$ cat config.mk
export PLATFORM = sky130hd
export DESIGN_NAME = compl_queue
export DESIGN_NICKNAME = d
export VERILOG_FILES = /design/src/rtl/ctrl_pkg.sv /design/src/rtl/compl_fifo_mem.sv /design/src/rtl/compl_queue.sv
export SDC_FILE = /design/constraint.sdc
export NUM_CORES = 1
export LEC_CHECK = 0
export CORE_ASPECT_RATIO = 1.5
export CORE_UTILIZATION = 40
export DETAILED_ROUTE_END_ITERATION = 7
export SYNTH_ARGS = -nofsm -noshare
export SYNTH_HDL_FRONTEND = slang
export SYNTH_SLANG_ARGS = --single-unit
$ cat constraint.sdc
create_clock -name clk -period 2.8 [get_ports clk]
set_input_delay 0.56 -clock clk [delete_from_list [all_inputs] [get_ports clk]]
set_output_delay 0.56 -clock clk [all_outputs]
set_load 0.1 [all_outputs]
$ cat src/rtl/ctrl_pkg.sv
// ctrl_pkg
// Shared definitions for the completion queue slice:
//   ADDRW_DEFAULT - default completion address width (matches the SPI serializer)
//   state_t       - 2-bit handshake FSM encoding (ST_IDLE / ST_OFFER / ST_INFLIGHT)
//   clog2()       - constant-evaluable ceiling log2 used to size pointers and counters
package ctrl_pkg;

  localparam int ADDRW_DEFAULT = 32'sd24;

  typedef logic [1:0] state_t;

  localparam state_t ST_IDLE     = 2'd0;
  localparam state_t ST_OFFER    = 2'd1;
  localparam state_t ST_INFLIGHT = 2'd2;

  // Smallest n with 2**n >= value; returns 0 for value <= 1.
  function automatic int clog2(input int value);
    int result;
    result = 32'sd0;
    while ((32'sd1 << result) < value) begin
      result = result + 32'sd1;
    end
    return result;
  endfunction

endpackage

$ cat src/rtl/compl_fifo_mem.sv
// compl_fifo_mem
// Circular storage for completion addresses with pointer and occupancy tracking.
// Ports:
//   clk, rst_n   - clock, asynchronous active-low reset
//   wr_en        - write wr_data at the write pointer (ignored when full)
//   rd_en        - retire the head entry (ignored when empty)
//   wr_data      - address to store
//   rd_data      - head entry as it stands after this cycle's read/write
//   count        - occupied entries
//   full, empty  - occupancy flags
module compl_fifo_mem
  import ctrl_pkg::*;
#(
  parameter int ADDRW = ADDRW_DEFAULT,
  parameter int DEPTH = 4
) (
  input  logic                      clk,
  input  logic                      rst_n,
  input  logic                      wr_en,
  input  logic                      rd_en,
  input  logic [ADDRW-1:0]          wr_data,
  output logic [ADDRW-1:0]          rd_data,
  output logic [clog2(DEPTH+1)-1:0] count,
  output logic                      full,
  output logic                      empty
);

  localparam int PTRW = clog2(DEPTH);
  localparam int CNTW = clog2(DEPTH + 1);

  logic [ADDRW-1:0] r_mem [DEPTH];
  logic [PTRW-1:0]  r_wr_ptr;
  logic [PTRW-1:0]  r_rd_ptr;
  logic [CNTW-1:0]  r_count;
  logic             w_wr;
  logic             w_rd;
  logic [PTRW-1:0]  w_rd_ptr_nxt;

  assign full         = (r_count == CNTW'(DEPTH));
  assign empty        = (r_count == CNTW'(0));
  assign count        = r_count;
  assign w_wr         = wr_en && !full;
  assign w_rd         = rd_en && !empty;
  // DEPTH is a power of two, so pointers wrap naturally.
  assign w_rd_ptr_nxt = w_rd ? (r_rd_ptr + PTRW'(1)) : r_rd_ptr;

  // Look-ahead head: lets the FSM latch the next entry on the same edge that
  // retires the current one. A write landing in the (empty) next-head slot is forwarded.
  always_comb begin
    if (w_wr && (r_wr_ptr == w_rd_ptr_nxt)) begin
      rd_data = wr_data;
    end else begin
      rd_data = r_mem[w_rd_ptr_nxt];
    end
  end

  // Storage array write port.
  always_ff @(posedge clk or negedge rst_n) begin
    if (!rst_n) begin
      for (int i = 0; i < DEPTH; i++) begin
        r_mem[i] <= ADDRW'(0);
      end
    end else if (w_wr) begin
      r_mem[r_wr_ptr] <= wr_data;
    end else begin
      r_mem[r_wr_ptr] <= r_mem[r_wr_ptr];
    end
  end

  // Pointer and occupancy bookkeeping; simultaneous write and read keep count unchanged.
  always_ff @(posedge clk or negedge rst_n) begin
    if (!rst_n) begin
      r_wr_ptr <= PTRW'(0);
      r_rd_ptr <= PTRW'(0);
      r_count  <= CNTW'(0);
    end else begin
      r_rd_ptr <= w_rd_ptr_nxt;
      if (w_wr) begin
        r_wr_ptr <= r_wr_ptr + PTRW'(1);
      end else begin
        r_wr_ptr <= r_wr_ptr;
      end
      case ({w_wr, w_rd})
        2'b10:   r_count <= r_count + CNTW'(1);
        2'b01:   r_count <= r_count - CNTW'(1);
        default: r_count <= r_count;
      endcase
    end
  end

endmodule

$ cat src/rtl/compl_queue.sv
// compl_queue
// Completion queue feeding the SPI MISO serializer. Buffers completed-request
// addresses, offers the head over a valid/ready handshake, and tracks it until
// the serializer finishes the frame.
// Build option: define COMPL_REPLAY_EN to re-offer an entry whose frame was
// aborted (err_in at completion), dropping it after MAX_RETRY aborts.
// Ports:
//   clk, rst_n    - clock, asynchronous active-low reset
//   push_valid    - completion entry offered; push_addr carries its address
//   push_ready    - queue not full (combinational)
//   valid_out     - head offered to serializer (registered)
//   addr_out      - head address, stable from offer until retire (registered)
//   ready_in      - serializer ready; falling = accept, rising = frame done
//   err_in        - serializer abort flag, sampled only with the ready_in rise
//   count         - occupied entries
//   drop_pulse    - one-cycle pulse when an entry is discarded after MAX_RETRY aborts
module compl_queue
  import ctrl_pkg::*;
#(
  parameter int ADDRW     = ADDRW_DEFAULT,
  parameter int DEPTH     = 4,
  parameter int MAX_RETRY = 3
) (
  input  logic                      clk,
  input  logic                      rst_n,
  input  logic                      push_valid,
  input  logic [ADDRW-1:0]          push_addr,
  output logic                      push_ready,
  output logic                      valid_out,
  output logic [ADDRW-1:0]          addr_out,
  input  logic                      ready_in,
  input  logic                      err_in,
  output logic [clog2(DEPTH+1)-1:0] count,
  output logic                      drop_pulse
);

  localparam int CNTW = clog2(DEPTH + 1);

  state_t           r_state;
  state_t           w_state_nxt;
  logic             r_ready_in_q;
  logic             r_valid_out;
  logic [ADDRW-1:0] r_addr_out;
  logic [ADDRW-1:0] w_rd_data;
  logic             w_push;
  logic             w_full;
  logic             w_empty;
  logic             w_accept;
  logic             w_complete;
  logic             w_retire;
  logic             w_replay;
  logic             w_more;

  assign push_ready = !w_full;
  assign valid_out  = r_valid_out;
  assign addr_out   = r_addr_out;
  assign w_push     = push_valid && push_ready;
  assign w_accept   = (r_state == ST_OFFER) && r_ready_in_q && !ready_in;
  assign w_complete = (r_state == ST_INFLIGHT) && !r_ready_in_q && ready_in;
  // Queue still holds something after this cycle's push/retire.
  assign w_more     = w_push || (count > CNTW'(w_retire));

`ifdef COMPL_REPLAY_EN
  localparam int RTYW = clog2(MAX_RETRY + 1);

  logic [RTYW-1:0] r_retry_cnt;
  logic            r_drop_pulse;
  logic            w_abort;
  logic            w_drop;

  assign w_abort    = w_complete && err_in;
  assign w_drop     = w_abort && (r_retry_cnt == RTYW'(MAX_RETRY - 1));
  assign w_replay   = w_abort && !w_drop;
  assign w_retire   = w_complete && !w_replay;
  assign drop_pulse = r_drop_pulse;

  // Abort counter for the head entry and the drop notification pulse.
  always_ff @(posedge clk or negedge rst_n) begin
    if (!rst_n) begin
      r_retry_cnt  <= RTYW'(0);
      r_drop_pulse <= 1'b0;
    end else begin
      r_drop_pulse <= w_drop;
      if (w_retire) begin
        r_retry_cnt <= RTYW'(0);
      end else if (w_abort) begin
        r_retry_cnt <= r_retry_cnt + RTYW'(1);
      end else begin
        r_retry_cnt <= r_retry_cnt;
      end
    end
  end
`else
  logic w_unused;

  // Without replay the entry leaves the queue once the serializer accepts it.
  assign w_retire   = w_accept;
  assign w_replay   = 1'b0;
  assign drop_pulse = 1'b0;
  assign w_unused   = err_in | (MAX_RETRY < 32'sd1);
`endif

  compl_fifo_mem #(
    .ADDRW (ADDRW),
    .DEPTH (DEPTH)
  ) u_fifo (
    .clk     (clk),
    .rst_n   (rst_n),
    .wr_en   (w_push),
    .rd_en   (w_retire),
    .wr_data (push_addr),
    .rd_data (w_rd_data),
    .count   (count),
    .full    (w_full),
    .empty   (w_empty)
  );

  // Handshake FSM next-state decode.
  always_comb begin
    w_state_nxt = r_state;
    case (r_state)
      ST_IDLE: begin
        if (!w_empty) begin
          w_state_nxt = ST_OFFER;
        end else begin
          w_state_nxt = ST_IDLE;
        end
      end
      ST_OFFER: begin
        if (w_accept) begin
          w_state_nxt = ST_INFLIGHT;
        end else begin
          w_state_nxt = ST_OFFER;
        end
      end
      ST_INFLIGHT: begin
        if (w_complete) begin
          if (w_replay || w_more) begin
            w_state_nxt = ST_OFFER;
          end else begin
            w_state_nxt = ST_IDLE;
          end
        end else begin
          w_state_nxt = ST_INFLIGHT;
        end
      end
      default: w_state_nxt = ST_IDLE;
    endcase
  end

  // FSM state, registered handshake outputs and ready_in edge history.
  always_ff @(posedge clk or negedge rst_n) begin
    if (!rst_n) begin
      r_state      <= ST_IDLE;
      r_ready_in_q <= 1'b1;
      r_valid_out  <= 1'b0;
      r_addr_out   <= ADDRW'(0);
    end else begin
      r_state      <= w_state_nxt;
      r_ready_in_q <= ready_in;
      r_valid_out  <= (w_state_nxt == ST_OFFER);
      // Address is captured only on entry to OFFER and held until the next offer.
      if ((w_state_nxt == ST_OFFER) && (r_state != ST_OFFER)) begin
        r_addr_out <= w_rd_data;
      end else begin
        r_addr_out <= r_addr_out;
      end
    end
  end

endmodule

==> results of run 1 <==
## report_power, final
group	internal (uW)	switching [uW]
sequential	2790	931
clock	1420	837
combinational	2880	5300
## metrics by stage
step	cells	util	area, um2	setup slack, ps
after global placement	1141	0.452	8940	144
after global routing	1173	0.482	9530	238
after CTS	1173	0.482	9530	386
after floorplan	878	-	8090	42.5
after detailed placement	1141	0.452	8940	158
final	1173	0.482	9530	409
## worst paths after layout
kind | end | cells after the start | from | slack [ps]
worst min register to register | addr_out[22] | 2 | addr_out[22] | 500
worst min-delay path | valid_out | 1 | rst_n | 170
min in group clk | addr_out[22] | 2 | addr_out[22] | 500
worst max register to register | u_fifo.count[1] | 7 | u_fifo.count[0] | 410
worst max-delay path | u_fifo.count[1] | 7 | u_fifo.count[0] | 410
max in group asynchronous | u_fifo.r_wr_ptr[1] | 2 | rst_n | 1980
## cells in the final DEF (no fill, tap or decap), types with 4 or more instances in the layout
cell type	synthesis	final
nor2b_1	48	47
buf_4	7	60
nand2_1	29	29
xnor2_1	5	5
o21ai_0	71	71
a21oi_1	96	96
inv_1	6	6
buf_12	0	11
dfrtp_1	130	125
nor2_1	99	98
mux2i_1	26	26
o211ai_2	20	20
clkbuf_1	61	4
clkbuf_16	0	17
o2111ai_1	25	25
nand3_1	117	117
a221oi_1	23	23
clkinv_2	0	4
a2111oi_0	23	23
clkdlybuf4s50_1	0	26
mux4_2	26	26
## registers in the layout, summed over array words and instances, names as in the netlist
signal	flops
valid_out	1
r_ready_in_q	1
u_fifo.r_wr_ptr	2
addr_out	24
u_fifo.r_rd_ptr	2
u_fifo.count	3
u_fifo.r_mem	96
r_state	2
## area by class of cell
type                    instances  area share
clock buffers                  22      0.0477
repair buffers                 98      0.0989
inverters                       7     0.00328
multi-input cells             645       0.457
well taps                     260      0.0341
clock inverters                10      0.0139
flip-flops and latches        131       0.345
## metal layers
| layer | part of all wire | track usage | up-vias | routed length [um] |
|---|---|---|---|---|
| met2 | 0.50 | 0.413 | 212 | 12100 |
| met3 | 0.043 | 0.0407 | 49 | 1030 |
| met4 | 0.029 | 0.107 | 0 | 703 |
| li1 | - | - | 3303 | - |
| met1 | 0.42 | 0.297 | 3543 | 10100 |
| met5 | 0 | 0 | - | 0 |
## kinds of logic (layout without fill, tap and decap cells)
group / Yosys count / count (layout) / synth area share
adder cells (fa/ha/maj): 6 / 6 / 0.0102
buffers and inverters: 102 / 137 / 0.0587
multiplexers: 53 / 53 / 0.106
XOR/XNOR: 8 / 8 / 0.00867
AND/OR/NAND/NOR: 307 / 307 / 0.184
AO/OA/AOI/OAI: 270 / 270 / 0.226
flip-flops: 131 / 131 / 0.406
other: 1 / 1 / 0.000464
## synthesized netlist by cell type, types with 2 or more instances
master / instances / area, um2
a2111oi_0: 23 / 201
a21oi_1: 96 / 480
a221oi_1: 23 / 201
buf_1: 4 / 15.0
buf_2: 18 / 90.1
buf_4: 7 / 52.6
buf_6: 5 / 56.3
clkbuf_1: 61 / 229
dfrtp_1: 130 / 3250
ha_1: 5 / 62.6
inv_1: 6 / 22.5
mux2i_1: 26 / 260
mux4_2: 26 / 586
nand2_1: 29 / 109
nand3_1: 117 / 586
nand3_2: 2 / 20.0
nand4_1: 3 / 18.8
nor2_1: 99 / 372
nor2b_1: 48 / 300
o2111ai_1: 25 / 219
o211ai_1: 3 / 22.5
o211ai_2: 20 / 250
o21ai_0: 71 / 355
o32ai_1: 2 / 17.5
xnor2_1: 5 / 43.8
xor2_1: 3 / 26.3
## worst max-delay path: stages (launching register included)
cell and delay (ps):
dfrtp_4 520, or3_2 710, nand2_1 160, inv_1 70
ha_1 200, inv_1 80, fa_1 410, mux2i_1 150
==> metrics, run 1 <==
Tcrit/Tclk final=0.854; htree depth=4; Ant. Diodes=0; total power=approximately 14,000 uW; CTS clk-pin slew, worst paths=~60 ps; Die H=approximately 180 um; drt drc=0; initial antenna violation count=0; Core ar.=just under 20,000 um2; # clock sinks=131; die area=20,800 um2; vias per cell=6.06; Skew-Pair Late Insertion Delay=420 ps; post-cts resize count=0; vias=roughly 7k; first-pass GRT wire length=~39,000 um; HPWL reported at the end of detailed placement=around 15,000 um; IO Pins=a little under 60; final wirelength=23,900 um; Mapped Area=around 8000 um2; setup TNS=0 ps; Routed WL per cell=20.4 um; Seq/Total Area, Yosys=0.406; Hold Fails Final Rpt=0; Leakage=approximately 0.0036 uW; Pwr Density=1490 nW/um2; Routed Antenna Nets=0; Die X=118 um; drt first-iter violations=around 500; arrival time at the worst endpoint=~2700 ps; status=finished clean; Multi-input gate area=~4400 um2; Max-cap violations=0; synthesized area per cell=slightly above 9 um2; TritonCTS Buffers=17; routability cong.=0.839; CTS tree=built; post-CTS setup buffers=0; Slew Viols, Final=0; Initial Util=0.408; Worst setup EP type=register; Yosys warnings=0; largest net degree at the start of global routing=68; Sequential Area=between 3000 and 4000 um2; worst hold margin=approximately 170 ps; FMAX=418 MHz; Initial DRT Pass Iterations=5; Post-Route Skew=8.45 ps; Async SR Flop Fraction=1.00; Required @ worst endpoint=between 3000 and 4000 ps; grt total ovfl=0; gate count after technology mapping=just under 900; library cells used by synthesis=47; Post-synth EDFFs=0; worst min path class=in -> async; Worst-Margin Slew=864 ps; I/O Buffers=56; Clock Path Buffers=2; final net count=between 900 and 1k; P&R area growth vs syn=17.9%; Setup Crit Path Kind=reg -> reg; maximum vdd drop=approximately 0.00071 V; Final setup viols=0; slew margin rel.=0.421; Rows=63; Post-synth top flop=dfrtp_1; Filler Cells Inserted=~1.9k; via count of the first global-routing pass=6,960; Hold Buf Count CTS=0; crit-path max FO=20; RSZ-0062 raised after global routing=no; CTS root buffer=clkbuf_16; CP startpoint kind=register; min cycle time layout=2390 ps; Yosys reg bits=between 100 and 150; layout cells sized above 1=0.188; GRT Total Usage=0.241; Post-Syn Nets=913
No activity file was read; power rests on OpenSTA's default activity.
==> inputs of run 2 (changes only) <==
==> constraint.sdc (replaced) <==
create_clock -name clk -period 2.75 [get_ports clk]
set_input_delay 0.55 -clock clk [delete_from_list [all_inputs] [get_ports clk]]
set_output_delay 0.55 -clock clk [all_outputs]
set_load 0.1 [all_outputs]
==> run 2 against run 1 <==
  * Maximum frequency up 0.99%
  * Register-to-register slack worse by 30 ps
  * Via count down 0.34%
  * Sequential cell count unchanged
  * Hold slack worse by 140 ps
  * Clock skew down 1.5 ps
  * Highest routed layer unchanged
==> metrics, run 2 (synthesis gave the netlist of run 1 again) <==
Placement Cell Area=8900 um2 (-0.45%); Skew-Pair Late Insertion Delay=430 ps (about the same); Hold Fails Final Rpt=0 (unchanged); routability cong.=0.803 (-4.3%); Design Area, Final=9460 um2 (-0.74%); P&R area growth vs syn=17.1%; # clock sinks=131 (unchanged); drt drc=0 (unchanged); TritonCTS Buffers=17 (unchanged); I/O Buffers=56 (unchanged); commonest non-fill, non-tap cells in the layout=dfrtp_1, nand3_1, nor2_1; r2r endpoint=addr_out[13]; Most flops, register=u_fifo.r_mem; Die H=176 um (unchanged); final net count=937 (+0.21%); Final setup viols=0 (unchanged); min cycle time layout=2370 ps (-23.4 ps); Max-cap violations=0 (unchanged); Worst setup EP type=register; via count of the first global-routing pass=6,989 (+0.42%); vias=7,083 (-0.34%); CTS root buffer=clkbuf_16; Required @ worst endpoint=3100 ps (-30 ps); Slew Viols, Final=0 (unchanged); status=finished clean; layout cells sized above 1=0.190 (+0.00177); IO Pins=59 (unchanged); R2R Setup Slk=380 ps (-30 ps); Core ar.=19,800 um2 (unchanged); CTS clk-pin slew, worst paths=60 ps (about the same); critical path startpoint=u_fifo.count[0]; post-cts resize count=0 (unchanged); Initial DRT Pass Iterations=5 (unchanged); die area=20,800 um2 (unchanged); Worst-Margin Slew=981 ps (+117 ps); Ant. Diodes=0 (unchanged); max reg flops=96 (unchanged); arrival time at the worst endpoint=2720 ps (about the same); r2r startpoint=u_fifo.count[0]; GRT Total Usage=0.240 (-0.000600); slew margin rel.=0.346 (-0.0752); Initial Util=0.408 (unchanged); Hold Buf Count CTS=0 (unchanged); Routed WL per cell=20.3 um (-0.62%); final wirelength=23,800 um (-0.45%); r2r worst-path depth=7 (unchanged); drt first-iter violations=586 (+16%); crit-path max FO=34 (+70%); Setup WS post-layout=383 ps (-26.6 ps); Clock Path Buffers=2 (unchanged); setup TNS=0 ps (unchanged); post-CTS setup buffers=0 (unchanged); worst min path class=in -> async; first-pass GRT wire length=38,700 um (-0.16%); Tcrit/Tclk final=0.861 (+0.00701); HPWL reported at the end of detailed placement=15,000 um (-1.0%); initial antenna violation count=0 (unchanged); htree depth=4 (unchanged); Post-Route Skew=6.94 ps (-1.51 ps); Die X=118 um (unchanged); vias per cell=6.03 (-0.51%); CTS tree=built; RSZ-0062 raised after global routing=no; pre-CTS worst setup slack=84.0 ps (-73.9 ps); Rows=63 (unchanged); Setup Crit Path Kind=reg -> reg; Routed Antenna Nets=0 (unchanged); largest net degree at the start of global routing=49 (-28%); commonest non-fill, non-tap cell in the layout=dfrtp_1; FMAX=422 MHz (+0.99%); grt total ovfl=0 (unchanged); CP startpoint kind=register
[run 2: final cells by class]
class / instances / area (um2)
fillers: 1879 / 10300
multi-input cells: 645 / 4350
flip-flops and latches: 131 / 3290
repair buffers: 100 / 907
clock buffers: 22 / 474
well taps: 260 / 325
clock inverters: 10 / 82.6
inverters: 7 / 31.3
[run 2: worst max path at each step]
stage | cells after the start | to | slack [ps]
global route | 9 | u_fifo.count[2] | 310
global placement | 10 | u_fifo.count[2] | 80
CTS | 7 | addr_out[13] | 370
floorplan | 10 | u_fifo.count[2] | 20
finish | 7 | addr_out[13] | 380
detailed placement | 8 | addr_out[7] | 80
[run 2: per-layer routing]
| metal | up-vias | routed length [um] | GRT usage |
|---|---|---|---|
| met2 | 245 | 12300 | 0.416 |
| met5 | - | 0 | 0 |
| met3 | 54 | 1170 | 0.0371 |
| met4 | 0 | 656 | 0.112 |
| met1 | 3478 | 9680 | 0.293 |
| li1 | 3306 | - | - |
[run 2: critical path: stages, from the launching register on]
cell       delay, ps
dfrtp_4          520
or3_2            550
buf_4            290
nand3_2          130
and4b_1          240
buf_4            270
o2111ai_1        190
o211ai_2          90
[run 2: metrics by stage]
stage	instances	hold slack, ps	utilization
3_3_place_gp	1143	485	0.450
6_report	1175	29.3	0.478
2_1_floorplan	878	254	-
4_1_cts	1175	51.9	0.478
3_5_place_dp	1143	484	0.450
5_1_grt	1175	63.6	0.478
Power of run 2 is not shown: default switching activity piles up to over one toggle a cycle in this logic, so the estimate is an artifact.
==> edit: new RTL, config.mk and constraints of run 1 <==
Add a define of `COMPL_REPLAY_EN`.
--- a/src/rtl/compl_queue.sv
+++ b/src/rtl/compl_queue.sv
@@ -16,2 +16,4 @@
 //   drop_pulse    - one-cycle pulse when an entry is discarded after MAX_RETRY aborts
+`define COMPL_REPLAY_EN
+
 module compl_queue
Formal check against the unedited RTL: not equivalent (Yosys sat finds a counterexample within 4 cycles, from zero or initial values and one cycle with rst_n low).
==> edit against run 1 <==
- setup slack worse by 0.075 ns
- core utilization increased by 1.0 points
- sequential cell count increased by 3
- wire length is 16% lower
- critical path depth stayed put
- synthesized area is 5.0% lower
- design area is 3.5% lower
- via count decreased by 17%
- critical endpoint is now addr_out[7]$_DFFE_PN0P_
- highest routed layer unchanged
Power is left out: the tool's default activity adds up to more than one toggle a clock period on the data nets, which glitch-free logic cannot reach.
==> edit: results (changes against run 1) <==
synthesis:
  synthXorXnorAreaFrac_pct: 0.799  # -0.069 points
  synth_compound_area_share_pct: 16.0  # -6.6 points
  postSynthNetCount: 699  # -23%
  synthMuxAreaShare_pct: 24.7  # +14 points
  ys_types: 38  # -19%
  synth-adder-area-share_pct: 1.24  # +0.22 points
  synth_commonest_cells: "133 x dfrtp_1, 98 x a21oi_1, 98 x nor2_1"
  synth_area_leaders: "dfrtp_1 43%, mux4_2 21%, a21oi_1 6.4%"
  yosysSeqAreaShare_pct: 43.7  # +3.1 points
grt:
  grt_start_max_net_pins: 54  # -21%
  grtUsageMet2_pct: 39.0  # -2.2 points
  use_met1_pct: 26.5  # -3.2 points
  met3_usage_pct: 3.31  # -0.76 points
  grt_pass1_wl_mm: 33.0  # -15%
place:
  place_ws_ns: -0.118  # -0.276 ns
  routabilityCongestion: 0.763  # -9.1%
  dp_hpwl_mm: 13.3  # -12%
worst_setup_path:
  crit_arrival_ns: 2.79  # +0.07 ns
  cp_max_fo: 24  # +20%
status:
  status: "completed"
drt:
  vias: 5916  # -17%
  drtIter0Drc: 409  # -19%
  route.detailed.wl_per_inst_um: 20.4  # about the same
final_layout:
  drive_gt1_share_pct: 29.1  # +10 points
timing:
  skew_ns: 0.0141  # +0.00568 ns
  slew_headroom_pct: 53.9  # +12 points
[edit: cell count changes after synthesis, sizes merged, moves of 23 or more]
cell / change
nand3: -116
o21ai: -68
nand2b: +25
nor2b: -46
a2111oi: -23
o211ai: +25
mux4: +46
a221oi: -23
[edit: metal layers]
| layer | wire, um | part of all wire (%) |
|---|---|---|
| met1 | 7800 | 39 |
| met2 | 10800 | 54 |
| met3 | 991 | 4.9 |
| met4 | 478 | 2.4 |
| met5 | 0 | 0 |
[edit: path summary, 6_finish.rpt]
check	cells after the start	startpoint	end	slack (ns)
max in group asynchronous	2	rst_n	u_fifo.r_mem[14]$_DFFE_PN0P_	1.86
hold / removal	1	rst_n	u_fifo.r_mem[91]$_DFFE_PN0P_	0.09
min in group clk	2	addr_out[17]$_DFFE_PN0P_	addr_out[17]$_DFFE_PN0P_	0.49
hold reg to reg	2	addr_out[17]$_DFFE_PN0P_	addr_out[17]$_DFFE_PN0P_	0.49
setup / recovery	7	ready_in	addr_out[7]$_DFFE_PN0P_	0.33
setup reg to reg	6	r_state[0]$_DFF_PN0_	addr_out[7]$_DFFE_PN0P_	0.40
[edit: stage by stage]
stage | area, sq um | instances
6_report | 9200 | 983
5_1_grt | 9200 | 983
4_1_cts | 9200 | 983
3_5_place_dp | 8650 | 952
3_3_place_gp | 8650 | 952
2_1_floorplan | 7710 | 663
[edit: cell type report]
cell class | instances | area, sq um
fill | 1655 | 9500
multi-input combinational | 459 | 4050
sequential | 134 | 3370
timing repair buffer | 98 | 878
clock buffer | 17 | 425
tap | 252 | 315
clock inverter | 14 | 128
inverter | 9 | 33.8
[edit: cell families after synthesis]
| logic type | count (synthesis) |
|---|---|
| AOI/OAI and AO/OA | 179 |
| xor gates and xnor gates | 7 |
| adders and majority gates | 7 |
| buffers and inverters | 70 |
| DFF | 134 |
| muxes | 99 |
| and+or+nand+nor | 167 |
[edit: critical path, cell delays in order]
cell,delay [ns]
clkdlybuf4s50_1,0.48
and4bb_4,0.24
or3b_4,0.39
buf_4,0.15
mux2_4,0.35
o21a_4,0.38
o211ai_2,0.23
